==> src/rtl/dsp_tdm_scheduler_pkg.sv <==
// Shared constants and helpers for the TDM multiplier scheduler.
// DEFAULT_MULT_LATENCY is also consumed by the multiplier wrapper so both stay aligned.
package tdm_sched_pkg;

    localparam int DEFAULT_MULT_LATENCY = 4;

    // Requester-id width; never zero so a single-bit id always exists.
    function automatic int id_width(input int n);
        return (n <= 2) ? 1 : $clog2(n);
    endfunction

endpackage

==> src/rtl/dsp_tdm_scheduler_rr_arbiter.sv <==
// Round-robin arbiter: grants the first valid requester at or above ptr, with wrap-around.
// ptr advances past the granted index only on an accept.
module rr_arbiter
    import tdm_sched_pkg::*;
#(
    parameter int N = 2,
    localparam int ID_W = id_width(N)
) (
    input  logic            clk,
    input  logic            rst_n,
    input  logic            en,
    input  logic [N-1:0]    req,
    input  logic            accept,
    output logic [N-1:0]    grant,
    output logic [ID_W-1:0] grant_idx
);

    logic [ID_W-1:0] ptr;
    logic [ID_W:0]   sum;
    logic [ID_W-1:0] idx;
    logic            found;

    always_comb begin
        grant     = '0;
        grant_idx = '0;
        found     = 1'b0;
        sum       = '0;
        idx       = '0;
        for (int k = 0; k < N; k++) begin
            sum = {1'b0, ptr} + (ID_W+1)'(k);
            if (sum >= (ID_W+1)'(N))
                sum = sum - (ID_W+1)'(N);
            idx = sum[ID_W-1:0];
            if (!found && en && rst_n && req[idx]) begin
                grant[idx] = 1'b1;
                grant_idx  = idx;
                found      = 1'b1;
            end
        end
    end

    always_ff @(posedge clk or negedge rst_n) begin
        if (!rst_n)
            ptr <= '0;
        else if (accept)
            ptr <= (grant_idx == ID_W'(N-1)) ? '0 : grant_idx + 1'b1;
    end

endmodule

==> src/rtl/dsp_tdm_scheduler.sv <==
// Shares one pipelined multiplier between NUM_REQ requesters: round-robin accept,
// registered operands, and an id tag pipeline that routes each product back to its owner.
module dsp_tdm_scheduler
    import tdm_sched_pkg::*;
#(
    parameter int NUM_REQ      = 2,
    parameter int WIDTH_A      = 8,
    parameter int WIDTH_B      = 8,
    parameter int MULT_LATENCY = DEFAULT_MULT_LATENCY,
    localparam int ID_W = id_width(NUM_REQ),
    localparam int PW   = WIDTH_A + WIDTH_B
) (
    input  logic               clk,
    input  logic               rst_n,
    input  logic               en,
    input  logic [NUM_REQ-1:0] req_valid,
    input  logic [WIDTH_A-1:0] req_a [NUM_REQ],
    input  logic [WIDTH_B-1:0] req_b [NUM_REQ],
    output logic [NUM_REQ-1:0] req_ready,
    output logic [WIDTH_A-1:0] mult_a,
    output logic [WIDTH_B-1:0] mult_b,
    input  logic [PW-1:0]      mult_p,
    output logic [NUM_REQ-1:0] res_valid,
    output logic [ID_W-1:0]    res_id,
    output logic [PW-1:0]      res_data,
    output logic               busy
);

    typedef struct packed {
        logic            vld;
        logic [ID_W-1:0] id;
    } tag_t;

    logic [ID_W-1:0] grant_idx;
    logic            accept;
    // Stage 0 is loaded on the same edge as mult_a/mult_b, so the last stage
    // lines up with mult_p MULT_LATENCY edges later.
    tag_t [MULT_LATENCY:0] tag_pipe;

    assign accept = |(req_valid & req_ready);

    rr_arbiter #(.N(NUM_REQ)) u_arb (
        .clk       (clk),
        .rst_n     (rst_n),
        .en        (en),
        .req       (req_valid),
        .accept    (accept),
        .grant     (req_ready),
        .grant_idx (grant_idx)
    );

    always_ff @(posedge clk or negedge rst_n) begin
        if (!rst_n) begin
            tag_pipe <= '0;
            mult_a   <= '0;
            mult_b   <= '0;
        end else begin
            tag_pipe[0] <= '{vld: accept, id: grant_idx};
            for (int s = 1; s <= MULT_LATENCY; s++)
                tag_pipe[s] <= tag_pipe[s-1];
            if (accept) begin
                mult_a <= req_a[grant_idx];
                mult_b <= req_b[grant_idx];
            end
        end
    end

    assign res_valid = tag_pipe[MULT_LATENCY].vld
                     ? (NUM_REQ'(1) << tag_pipe[MULT_LATENCY].id) : '0;
    assign res_id    = tag_pipe[MULT_LATENCY].id;
    assign res_data  = mult_p;

    always_comb begin
        busy = 1'b0;
        for (int s = 0; s <= MULT_LATENCY; s++)
            busy = busy | tag_pipe[s].vld;
    end

endmodule

==> config.mk <==
export PLATFORM = sky130hd
export DESIGN_NAME = dsp_tdm_scheduler
export DESIGN_NICKNAME = d
export VERILOG_FILES = /design/src/rtl/dsp_tdm_scheduler_pkg.sv /design/src/rtl/dsp_tdm_scheduler_rr_arbiter.sv /design/src/rtl/dsp_tdm_scheduler.sv
export SDC_FILE = /design/constraint.sdc
export NUM_CORES = 1
export LEC_CHECK = 0
export CAP_MARGIN = 20
export CORE_MARGIN = 2
export CORE_UTILIZATION = 35
export DETAILED_ROUTE_END_ITERATION = 10
export HOLD_SLACK_MARGIN = 0.12
export PLACE_DENSITY = 0.77
export SKIP_CTS_REPAIR_TIMING = 1
export SYNTH_ARGS = -nofsm -noshare
export SYNTH_HDL_FRONTEND = slang
export SYNTH_SLANG_ARGS = --single-unit
==> constraint.sdc <==
create_clock -name clk -period 1.9 [get_ports clk]
set_input_delay 0.38 -clock clk [delete_from_list [all_inputs] [get_ports clk]]
set_output_delay 0.38 -clock clk [all_outputs]
set_load 0.05 [all_outputs]
==> out/metrics.csv <==
metric,value,unit
clkTransAtPathRegs,90,ps
gr-usage-all-layers,16.3,%
grt_pass1_vias,1123,
p_leak,0.812,nW
synth_seq_cells,27,
crit_fanout,3,
timing.final.crit_share,98.2,%
clkLatencyLatePin,270,ps
critPathCaptureType,output pin,
finish.utilization,53.2,%
crit_path_max_incr_delay,530,ps
cap_violations,0,
synth_area,1320,um2
cp.arrival,1480,ps
rrSetupSlack,530,ps
route.detailed.drc,0,
yosys.cell_types.count,18,
viasPerCell,5.01,
dp_hpwl,2470,um
io_buffers,58,
drive_gt1_share,13.0,%
max_slew_margin,65.5,%
cts_tree,yes,
syn-mean-instance-area,11.5,um2
grt_max_degree,21,
critPathRequiredTime,1520,ps
layout_min_cycle_time,1860,ps
worst_hold_path_type,primary input to async pin,
post-place-ws,-44.0,ps
die_h,65.3,um
maxSlewViolCount,0,
fin_nets,216,
peakVddDrop,0.505,mV
ios,91,
setup_slack,35.1,ps
cts_sinks,27,
fp.dieArea,4260,um2
cp_cell_sequence,clkdlybuf4s50_1 -> nand3_2 -> or2_1 -> inv_2 -> buf_12,
finalHoldViolCount,0,
setup_tns,0,ps
rr_worst_depth,4,
wirelength,3280,um
synth_top_area_cell,dfrtp_1,
syn_nets,167,
crit_type,primary input to output pin,
area_growth,47.0,%
yosysWarnings,0,
synth_top_area_share,51.4,%
cts_root_buffer,clkbuf_8,
antenna_found_initial,0,
grt_overflow_total,0,
path_buf_inv,3,
drtIter0Drc,35,
crit_path_top_delay_cell,clkdlybuf4s50_1,
rsz0062_at_grt,false,
r2r_start,u_arb.ptr$_DFFE_PN0P_,
drtPass1Iterations,4,
start_kind,primary input,
setup_viol_count_final,0,
die_w,65.3,um
gp_congestion,0.709,
power.density,877,nW/um2
fin_worst_skew,2.23,ps
core,3630,um2
worst_slew_pin_slew,516,ps
initial_core_util,36.2,%
grt_pass1_wl,5270,um
syn_inst,114,
wl_per_cell,15.6,um
clk_path_buf_depth,2,
vias,1052,
fmax,536,MHz
status,"finished, final reports clean",
r2r_end,mult_a[6]$_DFFE_PN0P_,
floorplan.rows,22,
netlist_top_cells_area,"dfrtp_1, a311o_1, buf_4",
cts_buffers,3,
insertedDiodeCount,0,
drtAntennaViolNets,0,
htreeDepth,1,
synth-seq-area-share,51.4,%
path_delay_family,buffers and inverters,
area by class of cell:
class                   instances  area [um2]
fillers                       325        1700
repair buffers                 68         683
flip-flops and latches         27         676
multi-input cells              61         458
well taps                      48        60.1
clock buffers                   3        41.3
clock inverters                 1        7.51
inverters                       2        7.51
registers in the layout, summed over array words and instances (netlist names):
signal     flops
mult_a         8
mult_b         8
res_id         1
tag_pipe       9
u_arb.ptr      1
how the worst max path moves through the flow:
stage	slack, ps	start	cells after the start	end
floorplan	110	req_valid[0]	6	req_ready[1]
global placement	20	rst_n	6	mult_a[4]$_DFFE_PN0P_
detailed placement	-40	rst_n	6	mult_a[4]$_DFFE_PN0P_
CTS	1	rst_n	5	req_ready[1]
global route	4	req_valid[1]	5	req_ready[1]
finish	40	req_valid[1]	5	req_ready[1]
logic make-up (layout without fill, tap and decap cells):
| family | after synthesis | in the layout | share of synthesized area, % |
|---|---|---|---|
| AND/OR/NAND/NOR | 44 | 44 | 21.9 |
| flip-flops | 27 | 27 | 51.4 |
| buffers and inverters | 26 | 74 | 13.8 |
| AO/OA/AOI/OAI | 17 | 17 | 12.9 |
layer usage:
| layer | global-route usage (%) | share of wire, % |
|---|---|---|
| met5 | 0 | 0 |
| met4 | 6.25 | 1.1 |
| met3 | 5.14 | 8.4 |
| met2 | 26.8 | 47 |
| met1 | 19.9 | 43 |
synthesized netlist by cell type (all sizes together):
cell type	instances
o211a	1
nor3	1
inv	2
nor2b	18
and2	1
nor3b	16
buf	21
or2	1
and4	1
nand3	1
dfrtp	27
nand2	2
nor2	3
a311o	16
clkbuf	3
worst register-to-register path: cells and delay by family, from the launching register on:
kind	cells	cell delay [ps]
simple gates	2	340
compound gates	1	320
buf+inv	1	200
flops	1	400
through the flow:
stage	hold WS [ps]	instance area, um2	std cells	power (mW)
2_1_floorplan	84.4	1320	114	1.19
3_3_place_gp	333	1880	206	1.37
3_5_place_dp	335	1880	206	1.38
4_1_cts	357	1930	210	1.72
5_1_grt	133	1930	210	1.78
6_report	126	1930	210	1.70
where the power goes:
part | switching [mW] | leakage (nW) | internal [mW]
logic | 0.391 | 0.454 | 0.288
clock network | 0.178 | 0.0217 | 0.149
registers | 0.0390 | 0.337 | 0.652
total | 0.607 | 0.812 | 1.09
cell usage in the layout (no fill, tap or decap):
master           count
clkdlybuf4s50_1     52
dfrtp_1             27
nor2b_1             18
nor3b_1             16
a311o_1             16
buf_4               12
nor2_1               3
clkbuf_8             3
buf_12               3
nand2_1              2
nand3_2              1
or2_1                1
inv_1                1
and4_1               1
and2_1               1
nor3_1               1
inv_2                1
o211a_1              1
clkinvlp_4           1
dlymetal6s2s_1       1
Note: power is estimated with default switching activity, not from simulation.
